File: src/rtl/mul_product_writeback.sv
// rtl/mul_product_writeback.sv - holds a multiplier product and writes it to the bus as two halves
// Status flags are captured with the product; done pulses the cycle after the last half is written.
module mul_product_writeback #(
  parameter int WIDTH    = 32,
  parameter bit HI_FIRST = 1'b0
) (
  input  logic               clock,
  input  logic               clear_n,
  input  logic               prod_valid,
  input  logic [2*WIDTH-1:0] prod_data,
  output logic               prod_ready,
  output logic               bus_req,
  input  logic               bus_grant,
  output logic               bus_drive,
  output logic [WIDTH-1:0]   bus_data,
  output logic               lo_write,
  output logic               hi_write,
  output logic               busy,
  output logic               done,
  output logic               zero_flag,
  output logic               ovf_flag
);

  typedef enum logic [1:0] {IDLE, XFER1, XFER2} state_t;

  state_t             r_state;
  state_t             w_next;
  logic [2*WIDTH-1:0] r_hold;
  logic               r_zero;
  logic               r_ovf;
  logic               r_done;
  logic               w_active;
  logic               w_xfer_hi;

  always_ff @(posedge clock or negedge clear_n) begin
    if (!clear_n) begin
      r_state <= IDLE;
    end else begin
      r_state <= w_next;
    end
  end

  always_ff @(posedge clock or negedge clear_n) begin
    if (!clear_n) begin
      r_hold <= '0;
      r_zero <= 1'b0;
      r_ovf  <= 1'b0;
      r_done <= 1'b0;
    end else begin
      r_done <= (r_state == XFER2) && bus_grant;
      if ((r_state == IDLE) && prod_valid) begin
        r_hold <= prod_data;
        r_zero <= (prod_data == '0);
        // Overflow when the upper half is not a pure sign extension of the lower half.
        r_ovf  <= (prod_data[2*WIDTH-1:WIDTH] != {WIDTH{prod_data[WIDTH-1]}});
      end
    end
  end

  always_comb begin
    w_next     = r_state;
    prod_ready = 1'b0;
    busy       = 1'b0;
    bus_req    = 1'b0;
    w_active   = 1'b0;
    w_xfer_hi  = 1'b0;
    case (r_state)
      IDLE: begin
        prod_ready = 1'b1;
        if (prod_valid) w_next = XFER1;
      end
      XFER1: begin
        busy      = 1'b1;
        bus_req   = 1'b1;
        w_xfer_hi = HI_FIRST;
        w_active  = bus_grant;
        if (bus_grant) w_next = XFER2;
      end
      XFER2: begin
        busy      = 1'b1;
        bus_req   = 1'b1;
        w_xfer_hi = !HI_FIRST;
        w_active  = bus_grant;
        if (bus_grant) w_next = IDLE;
      end
      default: w_next = IDLE;
    endcase

    // Bus outputs exist only in a granted cycle, so an ungranted stall drives nothing.
    bus_drive = w_active;
    lo_write  = w_active && !w_xfer_hi;
    hi_write  = w_active && w_xfer_hi;
    bus_data  = '0;
    if (w_active) begin
      bus_data = w_xfer_hi ? r_hold[2*WIDTH-1:WIDTH] : r_hold[WIDTH-1:0];
    end
  end

  assign done      = r_done;
  assign zero_flag = r_zero;
  assign ovf_flag  = r_ovf;

endmodule

File: config.mk
export PLATFORM = sky130hd
export DESIGN_NAME = mul_product_writeback
export DESIGN_NICKNAME = d
export VERILOG_FILES = /design/src/rtl/mul_product_writeback.sv
export SDC_FILE = /design/constraint.sdc
export NUM_CORES = 1
export LEC_CHECK = 0
export ABC_CLOCK_PERIOD_IN_PS = 3900
export CAP_MARGIN = 15
export CORE_ASPECT_RATIO = 1.5
export CORE_MARGIN = 4
export CORE_UTILIZATION = 45
export CTS_CLUSTER_DIAMETER = 40
export DETAILED_ROUTE_END_ITERATION = 10
export PLACE_DENSITY = 0.83
export RECOVER_POWER = 100
export SLEW_MARGIN = 30
export SYNTH_ARGS = -nofsm -noshare
export SYNTH_HDL_FRONTEND = slang
export SYNTH_SLANG_ARGS = --single-unit
File: constraint.sdc
create_clock -name clock -period 3.9 [get_ports clock]
set_input_delay 1.17 -clock clock [delete_from_list [all_inputs] [get_ports clock]]
set_output_delay 1.17 -clock clock [all_outputs]
set_load 0.05 [all_outputs]
Word level (Yosys, flattened, before mapping). Cells that the tools add are included.

Register bits after elaboration: 69. Bits of input ports: 68. Logic and storage cells: 30.

Equal/unequal tests: 6. Muxes and demuxes: 10. Reductions and logical operators: 9.

Operator list (number): 64-bit logical NOT (1); 32-bit two-way mux (2); 32-bit != test (1); 2-bit two-way mux (3); 2-bit != test (second input constant) (3); 2-bit one-hot mux with 3 select lines (1); 1-bit logical AND (4); 1-bit two-way mux (4); 3-bit AND reduction (1); 2-bit by 1-bit equality test with 1-bit output (second input constant) (1); 2-bit equality test (second input constant) (1); 2-bit logical NOT (1); 2-bit OR reduction (1); 1-bit logical NOT (1).

Depth between registers and ports, before layout.
Depth after elaboration: 4. Depth in mapped cells: 7.

Least setup slack after synthesis. OpenSTA, ideal clock, no wires.

Kind: input-to-output. From: input port bus_grant. To: output port bus_data[10]. Arrival: 2.190 ns. Data required time: 2.730 ns. Setup slack: 0.540 ns. Stages: 3. Cell sequence: nand2_1 clkbuf_1 nor2_1.

Word-level cells in the longest chain between the ends: 2.

RTL lines: start: declaration (line 13) `input logic bus_grant,`; 1-bit two-way mux (line 67) `case (r_state)`; 32-bit two-way mux (line 94) `if (w_active) begin`; end: declaration (line 15) `output logic [WIDTH-1:0] bus_data,`.

Every way passes these cells.

Worst setup path in the final report.
From: input port bus_grant. To: output port bus_data[30].

The elaborated chain is that of the path after synthesis.

==> run summary <==
Reg2reg end -> r_hold[56]
Worst-path clk slew -> 0.07 ns
Slew Limit Fails -> 105
Crit start category -> primary input
Post-CTS setup buffers -> 0
Slew headroom -> -0.286
CP top delay family -> buffers and inverters
CP max stage cell -> clkdlybuf4s50_1
CP required -> 2.73 ns
Crit path kind -> in -> out
Port Buf Inserts -> 108
Worst hold path startpoint -> r_hold[42]
Final hold vios -> 0
DRT iter0 DRCs -> 81
Diodes inserted -> 0
Static leakage -> 2.12 nW
Worst-path fanout max -> 34
Vias in the first global route -> 2,820
Detailed Route WL -> 8.82 mm
Status -> complete, but fails checks
GRT Overall Usage -> 0.203
DRC -> 0
Reg2Reg Launch Point -> r_state[0]
Reg2Reg Setup Slack -> 1.25 ns
Worst Setup End Kind -> primary output
RSZ-0062 raised after global routing -> no
Row count -> 38
Core area -> 7270 µm²
Reg2Reg Depth -> 5
Antenna Nets Post-Route -> 0
Dpl cells -> 472
WHS Endpoint -> r_hold[42]
Root buffer cell -> clkbuf_8
Initial antenna violation count -> 0
Failing checks -> max-capacitance violations, max-slew violations
Worst Hold Class -> reg -> reg
Mean Syn Cell Area -> 12.4 µm²
Clock skew -> 0.00984 ns
Post-CTS sizing -> 0
Maximum vdd drop -> 492 µV
Initial Utilization -> 0.466
Least-Margin Pin Slew -> 1.93 ns
Hold depth -> 1
FMAX -> 268 MHz
Avg WL per Cell -> 18.1 µm
Clock period minus worst slack -> 3.74 ns
Die Height -> 114 µm
H-tree depth -> 3
Yosys warning count -> 0
Syn Nets -> 347
Post-DP HPWL -> 6.57 mm
Synthesized instance count -> 274
# Max-Cap Violations -> 2
1st-pass router iterations -> 4
Via density -> 5.31
Die area -> 9010 µm²
PD cells -> 846 nW/µm²
Clk buf depth -> 2
Die Width -> 78.9 µm
Clock sink total -> 69
Critical-path cell list -> clkdlybuf4s50_1, nand2_1, buf_4, nor2_1, dlymetal6s2s_1
Fin crit share -> 0.958
First-pass GRT wire length -> 14.0 mm
Num CTS Buffers -> 9
Syn Std Cell Area -> 3390 µm²
Sequential share of the synthesized area -> 0.510
Worst-Skew Late Latency -> 0.33 ns
GPL Wtd Cong -> 0.825
Critical path arrival -> 2.57 ns
#FFs+latches synth -> 69
Share of cells above drive strength 1 -> 0.304
Gr ovfl total -> 0
CP peak stage delay -> 0.50 ns
Vias -> 2,590
Hold_buf cts -> 0
Netlist cell types -> 23
CTS tree -> built
WP buf/inv -> 3
Fin nets -> 456
Largest net degree at the start of global routing -> 66
Final setup TNS -> 0 ns
Area growth syn-to-layout -> 47.2%
Final setup viols -> 0
I/O pin count -> 109
Non-Filler Instances -> 488
==> placed cells by master, fill, tap and decap left out, drive strengths merged, types with 4 or more instances in the layout <==
master and count:
dfrtp 69, mux2 67, clkdlybuf4s50 65, nor2 38, mux2i 32, buf 24, clkbuf 21, nor4 12
nand4 8, dlymetal6s2s 8, dlygate4sd3 7, nand2 5, nand3 5, ha 5, inv 4, or4 4
==> per-stage QoR <==
step | power (mW) | utilization | hold WS, ns | area, µm² | worst slack, ns
2_1_floorplan | 2.74 | - | 0.479 | 3390 | 0.540
3_3_place_gp | 3.69 | 0.676 | 0.487 | 4920 | 0.300
3_5_place_dp | 3.77 | 0.676 | 0.494 | 4920 | 0.289
4_1_cts | 4.43 | 0.707 | 0.511 | 5140 | 0.276
5_1_grt | 4.43 | 0.685 | 0.515 | 4990 | 0.106
6_report | 4.22 | 0.685 | 0.510 | 4990 | 0.162
==> kinds of logic after synthesis <==
family	Yosys count	share of synthesized area
multiplexers	99	0.317
flip-flops	69	0.510
AND/OR/NAND/NOR	77	0.119
buffers and inverters	19	0.0262
AO/OA/AOI/OAI	5	0.00997
adder cells (fa/ha/maj)	5	0.0185
==> routing by layer <==
| metal | global-route usage | routed length (µm) |
|---|---|---|
| met1 | 0.222 | 3260 |
| met5 | 0 | 0 |
| met4 | 0.0883 | 210 |
| met2 | 0.383 | 5090 |
| met3 | 0.0283 | 258 |
==> sequential cells by signal, indices dropped and copies added, names as in the netlist <==
register and count:
done 1, r_state 2, ovf_flag 1, r_hold 64
zero_flag 1
==> where the power goes <==
| part | internal (mW) | switching (mW) |
|---|---|---|
| clock network | 0.393 | 0.253 |
| registers | 1.07 | 0.191 |
| logic | 1.07 | 1.25 |
| total | 2.53 | 1.69 |
==> cell type report <==
type                            instances  area [µm²]
Inverter                                4        15.0
Timing Repair Buffer                  113        1320
Sequential cell                        69        1730
Multi-Input combinational cell        186        1580
Clock inverter                          4        70.1
Clock buffer                           12         155
Tap cell                              100         125
Fill cell                             544        2290
==> worst reg2reg max path, cell delays in order, from the launching register on <==
cell	delay [ns]
dfrtp_1	0.41
inv_1	0.13
ha_1	0.21
and2_2	0.15
clkbuf_2	1.13
mux2_2	0.51
==> worst max-delay path by stage <==
stage              endpoint  cells past startpoint  startpoint  slack (ns)
4_1_cts         bus_data[3]                      5   bus_grant        0.28
2_1_floorplan  bus_data[10]                      3   bus_grant        0.54
3_5_place_dp    bus_data[3]                      5   bus_grant        0.29
3_3_place_gp    bus_data[3]                      5   bus_grant        0.30
5_1_grt        bus_data[28]                      5   bus_grant        0.11
6_report       bus_data[30]                      5   bus_grant        0.16
==> synthesized netlist by cell type (all sizes together) <==
master	instances	area, µm²
a41oi	1	8.76
and2	2	12.5
and3	1	6.26
buf	12	62.6
clkbuf	3	11.3
dfrtp	69	1730
ha	5	62.6
inv	4	15.0
mux2	67	754
mux2i	32	320
nand2	5	18.8
nand3	5	25.0
nand4	8	50.1
nor2	38	143
nor3	2	10.0
nor4	12	106
o21ai	1	5.00
o22ai	2	12.5
o31ai	1	7.51
or4	4	30.0
Note: power is estimated with default switching activity, not from simulation.
